File: config.mk
export PLATFORM = sky130hd
export DESIGN_NAME = anti_theft_controller_flat
export DESIGN_NICKNAME = d
export VERILOG_FILES = /design/src/rtl/anti_theft_if.sv /design/src/rtl/anti_theft_controller.sv /design/src/flat_wrapper.sv
export SDC_FILE = /design/constraint.sdc
export NUM_CORES = 1
export LEC_CHECK = 0
export ABC_AREA = 0
export CORE_MARGIN = 2
export CORE_UTILIZATION = 40
export DETAILED_ROUTE_END_ITERATION = 8
export PLACE_DENSITY_LB_ADDON = 0.3
export SYNTH_ARGS = -nofsm -noshare
export SYNTH_HDL_FRONTEND = slang
export SYNTH_SLANG_ARGS = --single-unit
File: constraint.sdc
create_clock -name clock -period 2.32 [get_ports clock]
set_input_delay 0.348 -clock clock [delete_from_list [all_inputs] [get_ports clock]]
set_output_delay 0.348 -clock clock [all_outputs]
set_load 0.05 [all_outputs]
File: src/rtl/anti_theft_if.sv
// Sensor inputs and indicator outputs of the anti-theft controller.
interface anti_theft_if;
    logic       one_hz_en;
    logic       ignition;
    logic       door_driver;
    logic       door_passenger;
    logic       siren;
    logic       status_led;
    logic       armed;
    logic [2:0] state_out;

    modport master (
        output one_hz_en, ignition, door_driver, door_passenger,
        input  siren, status_led, armed, state_out
    );
    modport slave (
        input  one_hz_en, ignition, door_driver, door_passenger,
        output siren, status_led, armed, state_out
    );
endinterface

File: src/rtl/anti_theft_controller.sv
// Anti-theft FSM: arms after the driver leaves, runs an entry countdown on
// intrusion, then sounds the siren. All delays count 1 Hz tick enables.
module anti_theft_controller #(
    parameter int T_ARM_DELAY       = 6,
    parameter int T_DRIVER_DELAY    = 8,
    parameter int T_PASSENGER_DELAY = 15,
    parameter int T_ALARM_ON        = 10,
    parameter int CNT_W             = 4
) (
    input  logic          clock,
    input  logic          reset,
    anti_theft_if.slave   bus
);
    typedef enum logic [2:0] {
        ARMED           = 3'd0,
        TRIGGERED       = 3'd1,
        SOUND_ALARM     = 3'd2,
        DISARMED        = 3'd3,
        WAIT_DOOR_OPEN  = 3'd4,
        WAIT_DOOR_CLOSE = 3'd5,
        ARM_DELAY       = 3'd6
    } state_t;

    localparam logic [CNT_W-1:0] LD_ARM   = CNT_W'(T_ARM_DELAY);
    localparam logic [CNT_W-1:0] LD_DRV   = CNT_W'(T_DRIVER_DELAY);
    localparam logic [CNT_W-1:0] LD_PAS   = CNT_W'(T_PASSENGER_DELAY);
    localparam logic [CNT_W-1:0] LD_ALARM = CNT_W'(T_ALARM_ON);

    state_t           state, state_nxt;
    logic [CNT_W-1:0] cnt, cnt_nxt;
    logic             blink, blink_nxt;
    logic             expire, door_any;

    always_ff @(posedge clock) begin
        if (reset) begin
            state <= ARMED;
            cnt   <= '0;
            blink <= 1'b0;
        end else begin
            state <= state_nxt;
            cnt   <= cnt_nxt;
            blink <= blink_nxt;
        end
    end

    // Timed transition fires on the tick that finds cnt at 1.
    assign expire   = bus.one_hz_en && (cnt == CNT_W'(1));
    assign door_any = bus.door_driver | bus.door_passenger;

    always_comb begin
        state_nxt = state;
        cnt_nxt   = cnt;
        case (state)
            ARMED: begin
                if (bus.ignition)            state_nxt = DISARMED;
                else if (bus.door_driver)    begin state_nxt = TRIGGERED; cnt_nxt = LD_DRV; end
                else if (bus.door_passenger) begin state_nxt = TRIGGERED; cnt_nxt = LD_PAS; end
            end
            TRIGGERED: begin
                if (bus.ignition)  state_nxt = DISARMED;
                else if (expire)   begin state_nxt = SOUND_ALARM; cnt_nxt = LD_ALARM; end
                else if (bus.one_hz_en) cnt_nxt = cnt - CNT_W'(1);
            end
            SOUND_ALARM: begin
                if (bus.ignition)  state_nxt = DISARMED;
                else if (door_any) cnt_nxt = LD_ALARM;
                else if (expire)   state_nxt = ARMED;
                else if (bus.one_hz_en) cnt_nxt = cnt - CNT_W'(1);
            end
            DISARMED: begin
                if (!bus.ignition) state_nxt = WAIT_DOOR_OPEN;
            end
            WAIT_DOOR_OPEN: begin
                if (bus.ignition)         state_nxt = DISARMED;
                else if (bus.door_driver) state_nxt = WAIT_DOOR_CLOSE;
            end
            WAIT_DOOR_CLOSE: begin
                if (bus.ignition)          state_nxt = DISARMED;
                else if (!bus.door_driver) begin state_nxt = ARM_DELAY; cnt_nxt = LD_ARM; end
            end
            ARM_DELAY: begin
                if (bus.ignition)  state_nxt = DISARMED;
                else if (door_any) state_nxt = WAIT_DOOR_CLOSE;
                else if (expire)   state_nxt = ARMED;
                else if (bus.one_hz_en) cnt_nxt = cnt - CNT_W'(1);
            end
            default: state_nxt = ARMED;
        endcase
    end

    // Blink only runs while staying in ARMED; any exit or entry starts it from 0.
    assign blink_nxt = (state == ARMED && state_nxt == ARMED) ? (blink ^ bus.one_hz_en) : 1'b0;

    assign bus.siren      = (state == SOUND_ALARM);
    assign bus.armed      = (state == ARMED) || (state == TRIGGERED) || (state == SOUND_ALARM);
    assign bus.status_led = (state == ARMED) ? blink
                          : ((state == TRIGGERED) || (state == SOUND_ALARM));
    assign bus.state_out  = state;
endmodule

File: src/flat_wrapper.sv
// flat-port wrapper written by rule: the top's interface ports become plain ports
module anti_theft_controller_flat 
#(
    parameter int T_ARM_DELAY       = 6,
    parameter int T_DRIVER_DELAY    = 8,
    parameter int T_PASSENGER_DELAY = 15,
    parameter int T_ALARM_ON        = 10,
    parameter int CNT_W             = 4
)
  (clock, reset, bus_one_hz_en, bus_ignition, bus_door_driver, bus_door_passenger, bus_siren, bus_status_led, bus_armed, bus_state_out);
  anti_theft_if bus_i ();
  input  logic clock;
  input  logic reset;
  input wire logic [$bits(bus_i.one_hz_en)-1:0] bus_one_hz_en;
  input wire logic [$bits(bus_i.ignition)-1:0] bus_ignition;
  input wire logic [$bits(bus_i.door_driver)-1:0] bus_door_driver;
  input wire logic [$bits(bus_i.door_passenger)-1:0] bus_door_passenger;
  output wire logic [$bits(bus_i.siren)-1:0] bus_siren;
  output wire logic [$bits(bus_i.status_led)-1:0] bus_status_led;
  output wire logic [$bits(bus_i.armed)-1:0] bus_armed;
  output wire logic [$bits(bus_i.state_out)-1:0] bus_state_out;
  assign bus_i.one_hz_en = bus_one_hz_en;
  assign bus_i.ignition = bus_ignition;
  assign bus_i.door_driver = bus_door_driver;
  assign bus_i.door_passenger = bus_door_passenger;
  assign bus_siren = bus_i.siren;
  assign bus_status_led = bus_i.status_led;
  assign bus_armed = bus_i.armed;
  assign bus_state_out = bus_i.state_out;
  anti_theft_controller #(.T_ARM_DELAY(T_ARM_DELAY), .T_DRIVER_DELAY(T_DRIVER_DELAY), .T_PASSENGER_DELAY(T_PASSENGER_DELAY), .T_ALARM_ON(T_ALARM_ON), .CNT_W(CNT_W)) u_core (.clock(clock), .reset(reset), .bus(bus_i));
endmodule
==> out/summary.txt, run 1 <==
Worst-case vdd ir drop: 0.0002840 V
RSZ-0062 raised after global routing: false
Critical-path maximum fanout: 7
Clock Latency Late Sink: 0.27 ns
Critical path class: register to primary output
Post-layout util: 50.65%
DR vias/cell: 5.568
Synth Instances: 96
Clk slew on worst S/H paths: 0.05 ns
Register-to-register setup slack: 0.59 ns
Fmax: 0.4892 GHz
Worst R2R End: u_core.cnt[1]
Clock Sinks: 8
Global-route wire length before repair: 2.877 mm
Register-to-Register Path Depth: 5
Final ANT Viol Nets: 0
WL final: 1.809 mm
Post-CTS Resized: 0
Antenna diodes: 0
Synth Register Bits: 8
Initial antenna violation count: 0
Max_cap viols: 0
Setup TNS Final: 0 ns
Status: finished clean
Worst r2r src: u_core.cnt[0]
Worst-path cell with the longest stage delay: clkdlybuf4s50_1
Share of flip-flops with an asynchronous set or reset: 0%
Int Power: 0.0002831 W
Synth cell types: 40
Hold Crit Class: register to register
Core area: 0.001727 sq mm
Sw Ratio: 38.82%
WL/cell: 13.70 um
Hold Path Cell Cnt: 3
Post-synth EDFFs: 0
Crit path capture type: primary output
Placement Rows: 15
Buf/Inv on CP: 1
Slew Limit Fails: 0
Initial Utilization: 42.39%
CP delay by family, top: buffers and inverters
Final setup fails: 0
Clock power share: 24.4%
Vias in the first global route: 649
Seq/Total Area, Yosys: 21.88%
Most common cell after layout, fill and taps aside: nor2_1
Num CTS Buffers: 3
Root Buffer: clkbuf_4
CP required: 1.97 ns
Synth Flop Type: dfxtp_1
Largest net degree at the start of global routing: 17
Routed vias: 735
Die Area: 0.002188 sq mm
Worst Min Path Start: u_core.blink
Starting DRT DRC Count: 25
Hold worst-path end: u_core.blink
Rel. slew slack: 66.70%
Leakage: 0.3408 nW
H-tree depth: 1
Critical-path cell list: a21oi_2 -> clkdlybuf4s50_1
Cell Area, Synth: 732.0 sq um
I/O pins: 12
Mapped Nets: 104
Synth warn: 0
Gr usage total: 18.96%
Area Overhead vs Synth: 19.49%
Gr ovfl total: 0
Hold buffers post-CTS: 0
Final count of hold timing violations: 0
Sw power: 0.0001796 W
Postcts setup bufs: 0
Fin Clk Skew: 0.003363 ns
Share of layout cells above drive strength 1: 14.02%
CTS Buffer Depth: 2
Critical path startpoint category: register
Critical Path AT: 1.70 ns
Slowest stage delay, CP: 0.83 ns
Avg Inst Size Synth: 7.625 sq um
Count of input and output buffers: 11
Final min period: 2.044 ns
Final worst-path cycle share: 88.10%
Drt drc: 0
Hpwl dp: 1.377 mm
Die W: 46.78 um
Routability Congestion: 0.8572
Chip Height: 46.78 um
PwrDens: 529.1 mW/mm^2
Pre-Repair DR Iteration Count: 4
Worst-Margin Slew: 0.4979 ns
CTS tree: built
Combinational share of power: 39.7%
Commonest non-fill, non-tap cells in the layout: 11 x nor2_1, 9 x clkdlybuf4s50_1, 8 x dfxtp_1, 7 x nand2_1, 7 x a21oi_1
Layout Nets: 117
Seq pwr share: 35.9%
[how the worst max path moves through the flow]
stage | start | endpoint | slack [ns] | cells past startpoint
after CTS | u_core.bus.state_out[0] | bus_armed | 0.28 | 2
after global routing | u_core.bus.state_out[0] | bus_armed | 0.23 | 2
after floorplan | u_core.bus.state_out[1] | bus_status_led | 0.10 | 3
after detailed placement | bus_one_hz_en | u_core.cnt[3] | 0.34 | 5
after global placement | bus_one_hz_en | u_core.cnt[3] | 0.36 | 5
final | u_core.bus.state_out[0] | bus_armed | 0.28 | 2
[synthesized netlist by cell type, drive strengths merged (2+ instances only)]
cell type | number | share of area [%]
a211oi | 3 | 3.8
dfxtp | 8 | 22
nor2 | 11 | 5.6
a21o | 3 | 3.1
o21ai | 6 | 4.1
o21bai | 2 | 2.1
nand3 | 2 | 1.4
a21oi | 8 | 5.5
and2 | 2 | 1.9
nand2 | 7 | 3.6
buf | 6 | 5.8
ha | 2 | 3.4
nand2b | 2 | 1.7
nor2b | 4 | 3.4
inv | 5 | 2.6
nor3 | 3 | 2.1
a31oi | 2 | 1.7
nand4 | 2 | 1.7
[worst min-delay path, delay by kind of cell, from the launching register on]
family                    cells  cell delay (ns)
AOI/OAI and AO/OA             1             0.04
DFF                           1             0.34
xor gates and xnor gates      1             0.07
and+or+nand+nor               1             0.09
[registers in the layout (all words and copies together) (netlist names)]
| register | flops |
|---|---|
| u_core.bus.state_out | 3 |
| u_core.cnt | 4 |
| u_core.blink | 1 |
[per-stage QoR]
step / setup slack, ns / area, sq um / hold slack, ns / std cells / total power, W
2_1_floorplan: 0.1047 / 735.7 / 0.4171 / 96 / 0.0003015
3_3_place_gp: 0.3564 / 852.1 / 0.5643 / 129 / 0.0003502
3_5_place_dp: 0.3382 / 852.1 / 0.5855 / 129 / 0.0003513
4_1_cts: 0.2796 / 874.6 / 0.5888 / 132 / 0.0004617
5_1_grt: 0.2300 / 874.6 / 0.6135 / 132 / 0.0004864
6_report: 0.2760 / 874.6 / 0.5776 / 132 / 0.0004628
[power by group through the flow]
stage	logic, W	clock network (W)	registers [W]
CTS	0.000184	0.000112	0.000165
floorplan	0.000124	0	0.000177
finish	0.000184	0.000113	0.000166
global placement	0.000182	0	0.000169
global route	0.000200	0.000119	0.000168
detailed placement	0.000183	0	0.000169
[cell type report]
type                    count  area (sq um)
clock buffers               3         22.52
fillers                   168         852.1
inverters                   5         18.77
multi-input cells          77         514.2
flip-flops and latches      8         160.2
well taps                  25         31.28
repair buffers             14         127.6
[cells by family after synthesis]
kind of cell	Yosys count	synth area share, %
AND/OR/NAND/NOR	37	26.33
XOR/XNOR	1	1.197
multiplexers	1	1.368
buffers and inverters	11	8.376
AO/OA/AOI/OAI	36	37.44
adder cells (fa/ha/maj)	2	3.418
flip-flops	8	21.88
[per-layer routing]
metal / vias up / global-route usage, % / wire (um)
li1: 379 / - / -
met2: 22 / 27.12 / 812
met3: 5 / 2.308 / 60
met5: - / 0 / 0
met1: 329 / 27.23 / 891
met4: 0 / 11.11 / 44
Note: power is estimated with default switching activity, not from simulation.
==> run 2: changes to the inputs <==
- CELL_PAD_IN_SITES_DETAIL_PLACEMENT: not set -> 1
- CELL_PAD_IN_SITES_GLOBAL_PLACEMENT: not set -> 1
- CORE_MARGIN: 2 -> 5
- SLEW_MARGIN: not set -> 20
==> run 2 against run 1 <==
Effect of this change: sequential power hardly changed; clock-buffer cell count stayed put; worst setup slack better by 0.044 ns; largest cell class unchanged; largest power group unchanged.
==> out/summary.txt, run 2 (synthesis gave the netlist of run 1 again) <==
Status: finished clean
Final worst-path cycle share: 86.20%
Count of input and output buffers: 11
Layout Nets: 117
Routability Congestion: 0.8669
Root Buffer: clkbuf_4
Rel. slew slack: 66.22%
Initial Utilization: 42.39%
Clock Latency Late Sink: 0.26 ns
Top reg by flops: u_core.cnt
Num CTS Buffers: 3
Drt drc: 0
Commonest non-fill, non-tap cells in the layout: 11 x nor2_1, 9 x clkdlybuf4s50_1, 8 x dfxtp_1, 7 x nand2_1, 7 x a21oi_1
WL/cell: 16.65 um
Postcts setup bufs: 0
Chip Height: 52.78 um
Worst-Margin Slew: 0.5051 ns
Final ANT Viol Nets: 0
Area Overhead vs Synth: 19.49%
Die Area: 0.002785 sq mm
Antenna diodes: 0
Critical path class: register to primary output
Final setup fails: 0
Tightest hold margin: 0.6170 ns
Layout fillers: 219
Crit path capture type: primary output
Most common cell after layout, fill and taps aside: nor2_1
Global-route wire length before repair: 3.594 mm
I/O pins: 12
Gr usage total: 17.36%
Leakage: 0.3408 nW
Clk slew on worst S/H paths: 0.06 ns
Worst-case vdd ir drop: 0.0001967 V
H-tree depth: 1
CTS Buffer Depth: 2
Die W: 52.78 um
Total power: 0.0004742 W
Fin Clk Skew: 0.0007357 ns
Max reg flops: 4
Final count of hold timing violations: 0
Largest net degree at the start of global routing: 17
Multi-input logic area: 514.2 sq um
DR vias/cell: 5.879
Hold Path Cell Cnt: 3
Initial antenna violation count: 0
Setup TNS Final: 0 ns
CP required: 1.97 ns
Max_cap viols: 0
Starting DRT DRC Count: 24
Register-to-Register Path Depth: 5
CTS tree: built
Final min period: 2.000 ns
Share of layout cells above drive strength 1: 14.02%
PwrDens: 542.2 mW/mm^2
Slew Limit Fails: 0
Worst r2r src: u_core.cnt[0]
Fmax: 0.5000 GHz
Worst R2R End: u_core.cnt[1]
Vias in the first global route: 769
Worst Min Path Start: u_core.blink
Gr ovfl total: 0
Hold worst-path end: u_core.blink
Pre-Repair DR Iteration Count: 4
Register-to-register setup slack: 0.56 ns
WL final: 2.198 mm
Hold buffers post-CTS: 0
Critical-path maximum fanout: 6
Hpwl dp: 1.621 mm
RSZ-0062 raised after global routing: false
Placement Rows: 15
Post-CTS Resized: 0
Core area: 0.001727 sq mm
Hold Crit Class: register to register
Routed vias: 776
Clock Sinks: 8
Critical Path AT: 1.65 ns
Critical path startpoint category: register
Register area: 160.2 sq um
[run 2: cell counts in the layout (fill, tap and decap cells not counted)]
Identical to the previous run, type by type.
[run 2: how the worst max path moves through the flow]
| stage | from | end | slack (ns) | depth (start not counted) |
|---|---|---|---|---|
| global route | u_core.bus.state_out[0] | bus_armed | 0.27 | 2 |
| detailed placement | bus_one_hz_en | u_core.cnt[3] | 0.31 | 5 |
| CTS | u_core.bus.state_out[0] | bus_armed | 0.31 | 2 |
| floorplan | u_core.bus.state_out[1] | bus_status_led | 0.10 | 3 |
| finish | u_core.bus.state_out[0] | bus_armed | 0.32 | 2 |
| global placement | bus_one_hz_en | u_core.cnt[3] | 0.35 | 5 |
[run 2: layout make-up]
class                           instances  share of cell area, %
Clock buffer                            3                  2.575
Sequential cell                         8                  18.31
Timing Repair Buffer                   14                  14.59
Multi-Input combinational cell         77                  58.80
Tap cell                               25                  3.577
Inverter                                5                  2.146
[run 2: stage by stage]
step,instance area (sq um),cells,util (%),setup WS [ns]
floorplan,735.7,96,-,0.1047
global placement,852.1,129,49.35,0.3459
detailed placement,852.1,129,49.35,0.3096
CTS,874.6,132,50.65,0.3065
global route,874.6,132,50.65,0.2715
finish,874.6,132,50.65,0.3202
[run 2: per-layer routing]
metal | track usage (%) | routed length [um] | vias to the layer above
met3 | 3.134 | 132 | 4
li1 | - | - | 377
met5 | 0 | 0 | -
met2 | 28.72 | 1037 | 19
met4 | 5.957 | 29 | 0
met1 | 22.26 | 998 | 376
[run 2: critical path, cell delays in order, from the launching register on]
cell,delay (ns)
dfxtp_1,0.37
a21oi_2,0.19
clkdlybuf4s50_1,0.83
[run 2: where the power goes]
| part | switching [W] | internal (W) |
|---|---|---|
| clock | 0.0000578 | 0.0000599 |
| sequential | 0.0000166 | 0.000149 |
| combinational | 0.000116 | 0.0000749 |
